$ cat src/rtl/adain_var_norm_accum.sv
// Sum-of-squares accumulator for the AdaIN variance path: squares each sample over a frame,
// then presents the saturated sum and a clamped leading-zero normalisation shift.
module adain_var_norm_accum #(
  parameter  int DATA_W    = 16,
  parameter  int WIDTH     = 48,
  parameter  int MAX_SHIFT = 15,
  parameter  int CNT_W     = 16,
  localparam int SH_W      = $clog2(MAX_SHIFT + 1)
) (
  input  logic                     clk,
  input  logic                     rst_n,
  input  logic                     s_valid,
  output logic                     s_ready,
  input  logic signed [DATA_W-1:0] s_data,
  input  logic                     s_last,
  output logic                     m_valid,
  input  logic                     m_ready,
  output logic        [WIDTH-1:0]  m_acc,
  output logic        [SH_W-1:0]   m_shift,
  output logic        [CNT_W-1:0]  m_count,
  output logic                     m_sat
);

  typedef enum logic [1:0] {ACCUM, NORM, OUT} state_t;

  state_t state, state_next;

  logic        [WIDTH-1:0]    acc;
  logic        [CNT_W-1:0]    count;
  logic                       sat;
  logic signed [2*DATA_W-1:0] square;
  logic        [WIDTH:0]      sum;
  logic                       take;

  function automatic logic [WIDTH-1:0] sat_acc(input logic [WIDTH:0] s);
    return s[WIDTH] ? {WIDTH{1'b1}} : s[WIDTH-1:0];
  endfunction

  function automatic logic [CNT_W-1:0] sat_inc(input logic [CNT_W-1:0] c);
    return (&c) ? c : c + 1'b1;
  endfunction

  // Leading-zero count clamped to MAX_SHIFT; a zero accumulator clamps as well.
  function automatic logic [SH_W-1:0] norm_shift(input logic [WIDTH-1:0] v);
    int   zeros;
    logic hit;
    zeros = 0;
    hit   = 1'b0;
    for (int i = WIDTH - 1; i >= 0; i--) begin
      if (!hit) begin
        if (v[i]) hit = 1'b1;
        else      zeros++;
      end
    end
    if (zeros > MAX_SHIFT) zeros = MAX_SHIFT;
    return SH_W'(zeros);
  endfunction

  // The signed square is never negative, so its bit pattern zero-extends safely.
  assign square = s_data * s_data;
  assign sum    = {1'b0, acc} + {{(WIDTH + 1 - 2*DATA_W){1'b0}}, square};
  assign take   = s_valid && (state == ACCUM);

  always_comb begin
    state_next = state;
    s_ready    = 1'b0;
    m_valid    = 1'b0;
    case (state)
      ACCUM: begin
        s_ready = 1'b1;
        if (s_valid && s_last) state_next = NORM;
      end
      NORM: state_next = OUT;
      OUT: begin
        m_valid = 1'b1;
        if (m_ready) state_next = ACCUM;
      end
      default: state_next = ACCUM;
    endcase
  end

  always_ff @(posedge clk or negedge rst_n) begin
    if (!rst_n) begin
      state   <= ACCUM;
      acc     <= '0;
      count   <= '0;
      sat     <= 1'b0;
      m_acc   <= '0;
      m_shift <= '0;
      m_count <= '0;
      m_sat   <= 1'b0;
    end else begin
      state <= state_next;
      case (state)
        ACCUM: if (take) begin
          acc   <= sat_acc(sum);
          count <= sat_inc(count);
          sat   <= sat | sum[WIDTH];
        end
        NORM: begin
          m_acc   <= acc;
          m_shift <= norm_shift(acc);
          m_count <= count;
          m_sat   <= sat;
        end
        OUT: if (m_ready) begin
          acc   <= '0;
          count <= '0;
          sat   <= 1'b0;
        end
        default: ;
      endcase
    end
  end

endmodule

$ cat config.mk
export PLATFORM = sky130hd
export DESIGN_NAME = adain_var_norm_accum
export DESIGN_NICKNAME = d
export VERILOG_FILES = /design/src/rtl/adain_var_norm_accum.sv
export SDC_FILE = /design/constraint.sdc
export NUM_CORES = 1
export LEC_CHECK = 0
export CAP_MARGIN = 20
export CORE_MARGIN = 2
export CORE_UTILIZATION = 44
export DETAILED_ROUTE_END_ITERATION = 16
export GPL_TIMING_DRIVEN = 0
export PLACE_DENSITY = 0.72
export SLEW_MARGIN = 25
export SYNTH_ARGS = -nofsm -noshare
export SYNTH_HDL_FRONTEND = slang
export SYNTH_SLANG_ARGS = --single-unit
export TNS_END_PERCENT = 5
$ cat constraint.sdc
create_clock -name clk -period 56.2 [get_ports clk]
set_clock_uncertainty 0.2 [all_clocks]
set_input_delay 5.62 -clock clk [delete_from_list [all_inputs] [get_ports clk]]
set_output_delay 5.62 -clock clk [all_outputs]
set_load 0.02 [all_outputs]
==> results of run 1 <==
-- cells in the final DEF (no fill, tap or decap), types with 51 or more instances in the layout --
cell             count
nor2_1             207
o21ai_0            104
nor3_1              60
nand2_1            442
clkdlybuf4s50_1     88
clkbuf_1            96
inv_1              341
ha_1               160
xor2_1              59
nand2b_1            51
xnor2_1            142
a21oi_1            108
and2_1              70
dfrtp_1            136
nand3_1             54
fa_1               240
-- layout make-up --
type	instances	share of cell area (%)
multi-input cells	2246	70.8
plain buffers	116	1.84
clock inverters	15	0.775
inverters	344	4.97
repair buffers	90	3.55
flip-flops and latches	136	13.1
well taps	688	3.31
clock buffers	17	1.64
-- synthesized netlist by cell type, types with 7 or more instances --
cell type	instances	area [sq um]
nand4_1	22	138
o21bai_1	18	135
dfrtp_1	136	3400
maj3_1	7	70.1
or2_2	7	43.8
ha_1	160	2000
nand3b_1	12	90.1
and2_1	70	438
o311ai_0	8	70.1
inv_1	341	1280
xnor2_2	9	146
and3_1	26	163
or4_1	13	97.6
nor2b_1	38	238
mux2i_1	38	380
o211ai_1	19	143
a32oi_1	8	70.1
xnor2_1	142	1240
a21o_1	17	128
xor2_1	59	517
nor2_1	207	777
a22oi_1	31	233
nor3_1	61	305
fa_1	240	4800
a21oi_1	108	541
nand2b_1	51	319
nor4_1	13	81.3
nand3_1	54	270
clkbuf_1	96	360
xnor3_1	11	248
xor2_2	8	130
nor3b_1	12	90.1
a21boi_0	17	128
nand2_1	442	1660
a211oi_1	9	67.6
o21ai_0	104	521
a31oi_1	11	68.8
o21a_1	16	120
buf_2	11	55.1
mux2_2	14	158
or3_1	17	106
-- metal layers --
metal / share of wire [%] / up-vias
li1: - / 9634
met1: 45 / 9578
met2: 47 / 437
met3: 4.8 / 79
met4: 2.7 / 0
met5: 0 / -
-- metrics by stage --
| step | area [sq um] | hold slack (ps) | setup WS [ps] | util, % | instances |
|---|---|---|---|---|---|
| floorplan | 23600 | 269 | 30740 | - | 2842 |
| global placement | 25300 | 259 | 27910 | 48.0 | 3619 |
| detailed placement | 25400 | 263 | 27640 | 48.1 | 3620 |
| CTS | 26000 | 284 | 27380 | 49.3 | 3652 |
| global route | 26000 | 301 | 24840 | 49.3 | 3652 |
| finish | 26000 | 280 | 27180 | 49.3 | 3652 |
-- registers in the layout, summed over array words and instances (netlist names) --
name / flops
acc: 48
m_acc: 48
sat: 1
m_sat: 1
count: 16
m_count: 16
state: 2
m_shift: 4
-- kinds of logic after synthesis --
| kind of cell | synth area share, % |
|---|---|
| AO/OA/AOI/OAI | 12.6 |
| adder cells (fa/ha/maj) | 29.2 |
| XOR/XNOR | 11.1 |
| AND/OR/NAND/NOR | 22.8 |
| multiplexers | 2.39 |
| buffers and inverters | 7.51 |
| flip-flops | 14.4 |
-- worst max-delay path: cells and delay by family, from the launching register on --
| kind | cells | cell delay, ps |
|---|---|---|
| XOR/XNOR | 2 | 340 |
| multiplexers | 21 | 3860 |
| AO/OA/AOI/OAI | 50 | 9280 |
| flip-flops | 1 | 490 |
| adder cells (fa/ha/maj) | 35 | 10580 |
| buffers and inverters | 8 | 950 |
| AND/OR/NAND/NOR | 24 | 3170 |
-- final timing paths --
| check | start | end | slack, ps | cells after the start |
|---|---|---|---|---|
| worst min-delay path | m_count[9]$_DFFE_PN0N_ | m_count[9]$_DFFE_PN0N_ | 280 | 2 |
| worst max-delay path | acc[45]$_DFFE_PN0P_ | m_shift[1]$_DFFE_PN0N_ | 27180 | 140 |
| worst min register to register | m_count[9]$_DFFE_PN0N_ | m_count[9]$_DFFE_PN0N_ | 280 | 2 |
| max in group asynchronous | rst_n | m_acc[33]$_DFFE_PN0N_ | 50190 | 2 |
| min in group asynchronous | rst_n | m_count[9]$_DFFE_PN0N_ | 4890 | 1 |
| worst max register to register | acc[45]$_DFFE_PN0P_ | m_shift[1]$_DFFE_PN0N_ | 27180 | 140 |
==> impl_results.md, run 1 <==
- Status: finished clean
- Yosys reg bits: 136
- Number of global-route vias before repair: 19,243
- Worst Path Arrival: 29,130 ps
- WP data required: 56,300 ps
- Final Net Count: 3,372
- Critical-path top delay cell: o32ai_1
- Num ports: 92
- Distinct cell type count after synthesis: 108
- Worst-path fanout max: 10
- Maximum operating frequency: 34.5 MHz
- Worst Setup End Kind: flip-flop
- Hold Crit Class: flip-flop to flip-flop
- Worst Tran Pin Value: 976 ps
- Post-Route Setup TNS: 0 ps
- CTS Hold Bufs: 0
- # setup viols final: 0
- Avg WL per Cell: 15.5 microns
- Worst-skew pair later-pin latency: 450 ps
- Clock root buffer: clkbuf_16
- YS warnings: 0
- Largest net degree at the start of global routing: 77
- Post-Syn Area per Cell: 8.30 sq um
- Ant diodes: 0
- CTS tree: yes
- Vias: 19,728
- Total Wirelength: 56,600 microns
- Clock edge transition at the registers on the reported setup and hold paths: 70 ps
- WS Path Type: flip-flop to flip-flop
- Max H-tree Level: 4
- Initial Util: 44.7%
- Die area: 55,500 sq um
- Fin crit period: 29,020 ps
- Core Area: 52,800 sq um
- Die H: 235 microns
- Post-DP HPWL: 46,400 microns
- GR peak layer: met2
- Post-cts resize count: 0
- Share of layout cells above drive strength 1: 4.89%
- Syn Inst Count: 2,842
- Total global routing overflow: 0
- Row cnt: 84
- Final count of hold timing violations: 0
- CP startpoint kind: flip-flop
- Vias per cell: 5.40
- Post-CTS setup buffers: 0
- Die X: 235 microns
- Routing usage on met3: 2.91%
- # fillers: 5,087
- CP most frequent cell: ha_1
- Post-synth ARST share: 100%
- Total CTS buffers: 17
- Multi-input logic area: 18,400 sq um
- Met1 Use GR: 27.9%
- Initial antenna violation count: 0
- GRT Total Usage: 20.6%
- Sink Count: 136
- Drt drc: 0
- First-pass GRT wire length: 94,800 microns
- CTS max path bufs: 2
- RSZ-0062 raised after global routing: false
- FF+latch area: 3400 sq um
- Initial DRC count: 1,227
- First-pass DRT Iterations: 5
- Fin. max-slew vios: 0
- Routed Antenna Nets: 0
- Final Cycle Share: 51.6%
- Top_reg_cell synth: dfrtp_1
- CP max stage delay: 570 ps
- Port bufs: 89
- Sequential-to-total area share from yosys stat: 14.4%
- Slew HR: 34.9%
- Number of synthesized flops with an enable pin: 0
- P&R area growth vs syn: 10.2%
- M2 GR Usage: 34.3%
- Syn Nets: 3,263
- RD Place Congestion: 0.929
- MaxCap Viol Count: 0
- Mapped cell area: 23,600 sq um
Power of run 1 is not shown: default switching activity piles up to over one toggle a cycle in this logic, so the estimate is an artifact.
==> run 2: changes to the inputs <==
==> constraint.sdc (replaced) <==
create_clock -name clk -period 27.6 [get_ports clk]
set_clock_uncertainty 0.2 [all_clocks]
set_input_delay 2.76 -clock clk [delete_from_list [all_inputs] [get_ports clk]]
set_output_delay 2.76 -clock clk [all_outputs]
set_load 0.02 [all_outputs]
==> run 2 against run 1 <==
Clock-buffer cell count stayed put. Flip-flop and latch count stayed put. Final cell count is 0.71% higher. Critical endpoint unchanged.
==> impl_results.md, run 2 (same netlist as run 1, synthesis figures left out) <==
- Status: finished clean
- Final Net Count: 3,398
- WP data required: 27,730 ps
- Worst Tran Pin Value: 993 ps
- CTS tree: yes
- First-pass DRT Iterations: 7
- Initial antenna violation count: 0
- CP most frequent cell: ha_1
- Routed Antenna Nets: 0
- Slew HR: 33.8%
- First-pass GRT wire length: 95,300 microns
- CTS Hold Bufs: 0
- RD Place Congestion: 0.929
- GRT Total Usage: 20.7%
- Clock root buffer: clkbuf_16
- Max H-tree Level: 4
- Worst-path fanout max: 10
- Die X: 235 microns
- Total Wirelength: 57,700 microns
- R2R Path End: m_shift[1]$_DFFE_PN0N_
- Worst Setup End Kind: flip-flop
- Die H: 235 microns
- Multi-input logic area: 18,800 sq um
- Ant diodes: 0
- Maximum operating frequency: 37.8 MHz
- Drt drc: 0
- Most frequent cells in the layout: nand2_1, inv_1, fa_1
- Fin crit period: 26,470 ps
- Num ports: 92
- # setup viols final: 0
- Hold Crit Class: flip-flop to flip-flop
- Critical-path top delay cell: or4_4
- Worst reg-to-reg path cell count: 143
- CTS max path bufs: 2
- Final Non-Filler Cells: 3,678
- Core Area: 52,800 sq um
- Initial DRC count: 1,276
- WS Path Type: flip-flop to flip-flop
- CP max stage delay: 500 ps
- Clock edge transition at the registers on the reported setup and hold paths: 70 ps
- Placed cells: 3,620
- FF-to-FF Start: acc[46]$_DFFE_PN0P_
- Most common cell after layout, fill and taps aside: nand2_1
- Sink Count: 136
- Vias: 19,912
- Die area: 55,500 sq um
- FF+latch area: 3400 sq um
- P&R area growth vs syn: 12.7%
- Avg WL per Cell: 15.7 microns
- CP Capture Point: m_shift[1]$_DFFE_PN0N_
- Total global routing overflow: 0
- Fin. max-slew vios: 0
- Row cnt: 84
- Worst-skew pair later-pin latency: 450 ps
- Final Cycle Share: 95.9%
- Largest net degree at the start of global routing: 77
- Vias per cell: 5.41
- CP startpoint kind: flip-flop
- Share of layout cells above drive strength 1: 7.49%
- DP Worst Slack: -960 ps
- FF-to-FF setup slack: 1130 ps
- Worst path setup slack after routing: 1130 ps
- Port bufs: 89
- Final count of hold timing violations: 0
- Post-DP HPWL: 46,400 microns
- # fillers: 4,998
- Largest regs: acc: 48 flops, m_acc: 48 flops
- Number of global-route vias before repair: 19,333
- Worst Path Arrival: 26,600 ps
- Total CTS buffers: 17
- MaxCap Viol Count: 0
- Initial Util: 44.7%
- Setup crit start: acc[46]$_DFFE_PN0P_
## run 2: cell types whose count changed in the layout (fill, tap and decap cells not counted), sizes merged
cell,before,now
buf,22,49
clkbuf,113,112
## run 2: how the worst min path moves through the flow
stage,startpoint,end,slack (ps),depth (start not counted)
after floorplan,count[12]$_DFFE_PN0P_,m_count[12]$_DFFE_PN0N_,270,2
after global placement,m_count[0]$_DFFE_PN0N_,m_count[0]$_DFFE_PN0N_,260,2
after detailed placement,m_acc[21]$_DFFE_PN0N_,m_acc[21]$_DFFE_PN0N_,260,2
after CTS,m_acc[24]$_DFFE_PN0N_,m_acc[24]$_DFFE_PN0N_,280,2
after global routing,m_sat$_DFFE_PN0N_,m_sat$_DFFE_PN0N_,300,2
final,m_acc[24]$_DFFE_PN0N_,m_acc[24]$_DFFE_PN0N_,280,2
## run 2: what timing repair did
| item | 4_1_cts | 5_1_grt |
|---|---|---|
| endpoints found under the setup margin | 4 | 4 |
| pin swaps | 7 | 41 |
| setup buffers | 5 | 21 |
| gates resized for setup | 17 | 64 |
## run 2: stage by stage
step	TNS [ps]	util, %	instance area [sq um]	hold WS (ps)
detailed placement	-3760	48.1	25400	263
CTS	0	49.5	26100	284
finish	0	50.4	26600	280
floorplan	0	-	23600	269
global placement	-2730	48.0	25300	259
global route	-690	50.4	26600	301
## run 2: area by class of cell
cell class / instances / share of cell area, %
Inverter: 344 / 4.86
Clock buffer: 17 / 1.60
Clock inverter: 15 / 0.758
Tap cell: 688 / 3.24
Buffer: 116 / 1.81
Timing Repair Buffer: 116 / 4.21
Sequential cell: 136 / 12.8
Multi-Input combinational cell: 2246 / 70.7
## run 2: worst max-delay path, delay by kind of cell (launching register included)
| family | cells | cell delay [ps] |
|---|---|---|
| buffers and inverters | 11 | 1030 |
| adders and majority gates | 35 | 9540 |
| AOI/OAI and AO/OA | 49 | 7510 |
| muxes | 21 | 3980 |
| and+or+nand+nor | 25 | 3430 |
| DFF | 1 | 390 |
| xor gates and xnor gates | 2 | 300 |
## run 2: metal layers
metal | global-route usage, % | part of all wire (%)
met1 | 28.0 | 45
met2 | 34.6 | 47
met3 | 2.90 | 4.8
met4 | 6.29 | 2.8
met5 | 0 | 0
Power of run 2 is left out for the same reason.
